==> config.mk <==
export PLATFORM = sky130hd
export DESIGN_NAME = lu_log2
export DESIGN_NICKNAME = d
export VERILOG_FILES = /design/src/rtl/lu_log2.sv
export SDC_FILE = /design/constraint.sdc
export NUM_CORES = 2
export LEC_CHECK = 0
export CAP_MARGIN = 25
export CORE_ASPECT_RATIO = 0.8
export CORE_MARGIN = 2
export CORE_UTILIZATION = 50
export DETAILED_ROUTE_END_ITERATION = 6
export PLACE_DENSITY = 0.66
export RECOVER_POWER = 25
export SYNTH_ARGS = -nofsm -noshare
export SYNTH_HDL_FRONTEND = slang
export SYNTH_SLANG_ARGS = --single-unit
==> constraint.sdc <==
create_clock -name clk -period 24.7 [get_ports clk]
set_input_delay 4.94 -clock clk [delete_from_list [all_inputs] [get_ports clk]]
set_output_delay 4.94 -clock clk [all_outputs]
set_load 0.05 [all_outputs]
==> src/rtl/lu_log2.sv <==
// Fixed-point base-2 logarithm: Q5.26 in, Q5.26 out, four register levels.
// Leading-one detection supplies the integer part; an 8-segment chord of log2(1+f) supplies the fraction.
`timescale 1ns/1ps

module lu_log2 #(
  parameter int W        = 32,
  parameter int Q        = 26,
  parameter int SEG_BITS = 3
) (
  input  logic         clk,
  input  logic         rst_n,
  input  logic         valid_in,
  output logic         ready_in,
  input  logic [W-1:0] x_in,
  output logic         valid_out,
  input  logic         ready_out,
  output logic [W-1:0] log_result,
  output logic         err_out
);

  localparam int PW  = $clog2(W-1);
  localparam int IPW = PW + 2;
  localparam logic [W-1:0] ERR_VALUE = {1'b1, {(W-1){1'b0}}};

  logic advance;

  logic          v1, s1_err;
  logic [W-1:0]  s1_x;
  logic [PW-1:0] s1_p;

  logic                  v2, s2_err;
  logic [Q-1:0]          s2_f;
  logic signed [IPW-1:0] s2_ip;
  logic [W-1:0]          s2_k, s2_b;

  logic                  v3, s3_err;
  logic [W-1:0]          s3_frac;
  logic signed [IPW-1:0] s3_ip;

  // One stalled output freezes the whole pipe, so ready_in is just the advance term.
  assign advance  = !(valid_out && !ready_out);
  assign ready_in = advance;

  logic [PW-1:0] lead_pos;
  logic          x_nonpos;

  always_comb begin
    lead_pos = '0;
    for (int i = 0; i < W-1; i++) begin
      if (x_in[i]) lead_pos = PW'(i);
    end
  end

  assign x_nonpos = x_in[W-1] || (x_in == '0);

  logic [PW:0]           shamt;
  logic [W-1:0]          norm;
  logic [Q-1:0]          frac_bits;
  logic [SEG_BITS-1:0]   seg;
  logic signed [IPW-1:0] int_part;
  logic [W-1:0]          seg_k, seg_b;

  assign shamt     = (PW+1)'(W-1) - {1'b0, s1_p};
  assign norm      = s1_x << shamt;
  assign frac_bits = norm[W-2 -: Q];
  assign seg       = frac_bits[Q-1 -: SEG_BITS];
  assign int_part  = IPW'({{(IPW-PW){1'b0}}, s1_p}) - IPW'(Q);

  // Chord slope and intercept of log2(1+t) over [s/8, (s+1)/8], Q26; b[0] = 0 keeps powers of two exact.
  always_comb begin
    seg_k = '0;
    seg_b = '0;
    case (seg)
      3'd0: begin seg_k = W'(91227790); seg_b = W'(0);        end
      3'd1: begin seg_k = W'(81606039); seg_b = W'(1202719);  end
      3'd2: begin seg_k = W'(73821642); seg_b = W'(3148818);  end
      3'd3: begin seg_k = W'(67393879); seg_b = W'(5559229);  end
      3'd4: begin seg_k = W'(61996359); seg_b = W'(8257989);  end
      3'd5: begin seg_k = W'(57399663); seg_b = W'(11130924); end
      3'd6: begin seg_k = W'(53437808); seg_b = W'(14102316); end
      default: begin seg_k = W'(49987731); seg_b = W'(17121133); end
    endcase
  end

  logic signed [2*W-1:0] k_ext, f_ext, prod, prod_sh;
  logic [W-1:0]          frac_sum;

  assign k_ext    = {{W{s2_k[W-1]}}, s2_k};
  assign f_ext    = {{(2*W-Q){1'b0}}, s2_f};
  assign prod     = k_ext * f_ext;
  assign prod_sh  = prod >>> Q;
  assign frac_sum = prod_sh[W-1:0] + s2_b;

  logic [W-1:0] ip_ext, result_sum;

  assign ip_ext     = {{(W-IPW){s3_ip[IPW-1]}}, s3_ip};
  assign result_sum = (ip_ext << Q) + s3_frac;

  // The leading one, the zero fill below the fraction and the product's high word carry no information.
  logic unused_bits;
  assign unused_bits = ^{prod_sh[2*W-1:W], norm[W-1], norm[W-2-Q:0]};

  // Data registers only load on a valid beat so the outputs keep their last result across bubbles.
  always_ff @(posedge clk or negedge rst_n) begin
    if (!rst_n) begin
      v1         <= 1'b0;
      s1_err     <= 1'b0;
      s1_x       <= '0;
      s1_p       <= '0;
      v2         <= 1'b0;
      s2_err     <= 1'b0;
      s2_f       <= '0;
      s2_ip      <= '0;
      s2_k       <= '0;
      s2_b       <= '0;
      v3         <= 1'b0;
      s3_err     <= 1'b0;
      s3_frac    <= '0;
      s3_ip      <= '0;
      valid_out  <= 1'b0;
      err_out    <= 1'b0;
      log_result <= '0;
    end else if (advance) begin
      v1 <= valid_in;
      if (valid_in) begin
        s1_x   <= x_in;
        s1_err <= x_nonpos;
        s1_p   <= lead_pos;
      end
      v2 <= v1;
      if (v1) begin
        s2_f   <= frac_bits;
        s2_ip  <= int_part;
        s2_k   <= seg_k;
        s2_b   <= seg_b;
        s2_err <= s1_err;
      end
      v3 <= v2;
      if (v2) begin
        s3_frac <= frac_sum;
        s3_ip   <= s2_ip;
        s3_err  <= s2_err;
      end
      valid_out <= v3;
      if (v3) begin
        err_out    <= s3_err;
        log_result <= s3_err ? ERR_VALUE : result_sum;
      end
    end
  end

endmodule

After elaboration in Yosys (flattened, before gate mapping) --
Cells that the tools add are included.
Word-level totals: logic and storage cells 73, output and inout port bits 35, bits of input ports 36, bits in registers 206
Cells by class: bitwise gates (word level) 1, reduce and logical (&&, ||, !) cells 10, $add $sub $neg 4, multiply operators 1, mux-type cells 33, shift operators 1, equality and inequality tests 6
Operators by type and width (count):
- $pmux 27 s7 | 1
- $pmux 25 s7 | 1
- $mux 5 | 26
- $add 32x32->32 | 2
- $mul 27x26->53 | 1
- $logic_not 32->1 | 1
- $mux 32 | 1
- $shl 32x6->31 | 1
- $eq 3x3->1 const B | 3
- $reduce_and 2->1 | 4
- $eq 3x2->1 const B | 2
- $sub 5x5->6 const A | 1
- $sub 5x5->6 const B | 1
- $mux 2 | 2
- $eq 3x1->1 const B | 1
- $logic_not 3->1 | 1
- $mux 3 | 1
- $logic_not 1->1 | 2
- $logic_and 1x1->1 | 1
- $logic_or 1x1->1 | 1
- $mux 1 | 1
- $not 1->1 | 1

Logic depth before layout (Yosys ltp) --
depth in word-level cells 30, depth in mapped cells 38, depth with buffers taken out 36

Least setup slack after synthesis --
No wires, ideal clock.
kind in2out, from in ready_out, to out ready_in, stages 2, buffers on the path 0, arrival time 5.351 ns, required time 19.760 ns, slack 14.409 ns, cells stage by stage nor2b_1 inv_2
On the way: longest elaborated chain between the ends 3
RTL lines:
- start: declaration | line 16 | input logic ready_out,
- $logic_not 1->1 | line 41 | assign advance = !(valid_out && !ready_out);
- $logic_and 1x1->1 | line 41
- $logic_not 1->1 | line 41
- end: declaration | line 13 | output logic ready_in,
Every way passes these cells.

Worst setup path after layout --
Same ends and word-level chain as after synthesis.

==> results.ini <==
[die]
dieArea_um2=66700
fp-row-count=83
die_h_um=231
die_w_um=288
initial_utilization_pct=50.4
io_pins=71
core_area_um2=64100

[setup_path]
reg2reg_from=s2_k[9]
worstSetupPathType=in2out
crit_top_cell=clkdlybuf4s50_1
reg2regPathDepth=34
critPathCaptureType=primary output
path_buf_inv=3
r2r_end=s3_frac[25]
crit_family=buffers and inverters
cp_slowest_stage_delay_ns=0.88
required_ns=19.76
crit_fanout=9
cp-start-kind=primary input
reg2reg_slack_ns=14.15
path_cells=clkdlybuf4s50_1, nor2b_1, inv_1, clkdlybuf4s50_1
crit_arrival_ns=6.61
crit_slowest_cell=clkdlybuf4s50_1

[run]
max_cap_violations=2

[clock_network]
clockBufferDepth=2
post_cts_buffers=0
h-tree-depth=4
clk_pin_slew_ns=0.07
clk_latency_ns=0.46
root_buffer=clkbuf_16
cts_hold_buf=0
cts_resized=0
cts_tree=built
cts_made_buffers=17
cts_num_sinks=191

[routing]
viasPerCell=5.41
drt_wl_total_um=85200
post_drt_wl_per_cell_um=19.4
drc=0
drtAntennaViolNets=0
vias=23800
drt_iter0_markers=1946
drtPass1Iterations=6

[place]
placed_cell_area_um2=33900
hpwl_um=62900
place.gp.congestion=0.881
io_buffer_count=70

[grt]
overflow=0
grt_start_max_net_pins=73
antenna_found_initial=0
track_usage_pct=26.8
grt_pass1_wl_um=138000
grt_pass1_vias=24300

[yosys]
ys_ff_latch=191
synth_edf_count=0
synth.net_count=4418
ys.flop_type=dfrtp_1
syn-cell-area_um2=32300
async_flop_share_pct=100
syn-mean-instance-area_um2=9.07
seq_area_frac_synth_pct=14.8
synth_area_leaders=fa_1, dfrtp_1, ha_1, inv_1, and2_1
yosys.area.top_type=fa_1
synth_cell_type_count=72
yosysTopAreaCellShare_pct=37.1
synthCells=3561
yosysWarningCount=0

[final_layout]
n_antenna_cell=0
areaGrowthSynthToFinish_pct=6.78
fin_util_pct=53.8
drive_above_1_share_pct=4.72
fin_nets=4383
fin_area_um2=34500

[sta]
finalSetupViolations=0
final.setup.tns_ns=0
hold_viol_final=0
rsz0062_at_grt=no
max_slew.worst_pin.slew_ns=3.31
fmax_ghz=0.0866
drv_slew=123
fin_skew_ns=0.0113
period_needed_ns=11.55
timing.slew.headroom_pct=-121
period_share_pct=46.8

[worst_hold_path]
hold-path-endpoint=s2_ip[5]
hold_start=s2_ip[5]
whs_path_depth=2
min_path_type=reg2reg

[outcome]
status=finished with violations
violations=capacitance limit, slew limit

[logic make-up (layout without fill, tap and decap cells)]
logic type / Yosys count / count (layout) / synth area share, %
flops: 191 / 191 / 14.8
mux: 91 / 91 / 3.23
fa+ha+maj: 821 / 821 / 45.7
simple gates: 1158 / 1158 / 17.4
compound gates: 373 / 373 / 7.16
xor+xnor: 53 / 53 / 1.46
buf+inv: 874 / 852 / 10.3
[worst max path at each step]
stage,to,start,depth (start not counted)
after floorplan,ready_in,ready_out,2
after global placement,ready_in,ready_out,4
after detailed placement,ready_in,ready_out,4
after CTS,ready_in,ready_out,4
after global routing,ready_in,ready_out,4
final,ready_in,ready_out,4
[synth_stat cells, drive strengths merged, types with 3 or more instances]
| cell type | instances |
|---|---|
| inv | 683 |
| fa | 599 |
| nand2 | 570 |
| and2 | 377 |
| ha | 222 |
| dfrtp | 191 |
| clkbuf | 173 |
| o21ai | 145 |
| nor2 | 89 |
| a21oi | 81 |
| mux2 | 46 |
| nand2b | 40 |
| mux2i | 39 |
| xnor2 | 37 |
| a21o | 30 |
| o31ai | 22 |
| nor3 | 20 |
| buf | 17 |
| o21a | 16 |
| xor2 | 16 |
| a211oi | 15 |
| nand3 | 14 |
| nand4 | 12 |
| o21bai | 11 |
| and3 | 8 |
| nor2b | 8 |
| o211ai | 8 |
| a221oi | 6 |
| mux4 | 6 |
| a211o | 5 |
| o31a | 5 |
| a22o | 4 |
| a31o | 4 |
| a31oi | 4 |
| nor4 | 4 |
| and4 | 3 |
| o211a | 3 |
[through the flow]
stage | setup WS (ns) | hold WS [ns] | instances
after floorplan | 14.41 | 0.433 | 3561
after CTS | 13.25 | 0.472 | 4388
after detailed placement | 13.26 | 0.456 | 4356
after global routing | 13.10 | 0.502 | 4389
after global placement | 13.30 | 0.449 | 4354
final | 13.15 | 0.463 | 4389
[worst reg2reg max path: cells and delay by family, from the launching register on]
family	cells	cell delay (ns)
AOI/OAI and AO/OA	13	2.79
xor gates and xnor gates	2	0.46
adders and majority gates	9	4.18
buffers and inverters	6	0.68
DFF	1	0.72
and+or+nand+nor	4	1.58
[cells in the final DEF (no fill, tap or decap), types with 4 or more instances in the layout]
| cell | n |
|---|---|
| nand2_1 | 569 |
| o21a_1 | 16 |
| nand2b_1 | 40 |
| a211o_1 | 5 |
| clkdlybuf4s50_1 | 69 |
| and2_1 | 377 |
| o21ai_0 | 133 |
| xnor2_1 | 37 |
| xor2_1 | 15 |
| nor2_1 | 89 |
| inv_1 | 682 |
| inv_6 | 4 |
| a22o_1 | 4 |
| o31a_1 | 5 |
| clkbuf_16 | 17 |
| o21ai_1 | 10 |
| a211oi_1 | 15 |
| o211ai_1 | 7 |
| mux4_2 | 6 |
| a21o_1 | 30 |
| fa_1 | 599 |
| ha_1 | 222 |
| dfrtp_1 | 191 |
| buf_4 | 62 |
| a31oi_1 | 4 |
| and3_1 | 7 |
| o31ai_1 | 22 |
| a221oi_1 | 5 |
| mux2_2 | 46 |
| a21oi_1 | 80 |
| o21bai_1 | 11 |
| nor3_1 | 20 |
| nor2b_1 | 8 |
| nand4_1 | 12 |
| nand3_1 | 14 |
| mux2i_1 | 39 |
[metal layers]
layer,vias to the layer above,wire length (um),global-route usage (%)
li1,10700,-,-
met3,74,7750,5.73
met5,-,0,0
met2,919,36900,40.0
met4,0,1220,4.37
met1,12100,39300,40.6
[state kept, by name, summed over array words and instances (netlist names)]
signal	flops
log_result	32
s3_err	1
s2_f	26
v3	1
valid_out	1
s3_ip	6
s1_err	1
s1_p	5
s1_x	31
s2_err	1
s2_ip	6
v2	1
v1	1
s2_k	27
s2_b	22
err_out	1
s3_frac	28
[area by class of cell]
type                    count  area, um^2
fillers                  5876       29600
multi-input cells        2496       24200
flip-flops and latches    191        4780
inverters                 684        2570
repair buffers            136        1240
well taps                 850        1060
clock buffers              17         425
clock inverters            15         196
Power is not shown: default switching activity piles up to over one toggle a cycle in this logic, so the estimate is an artifact.
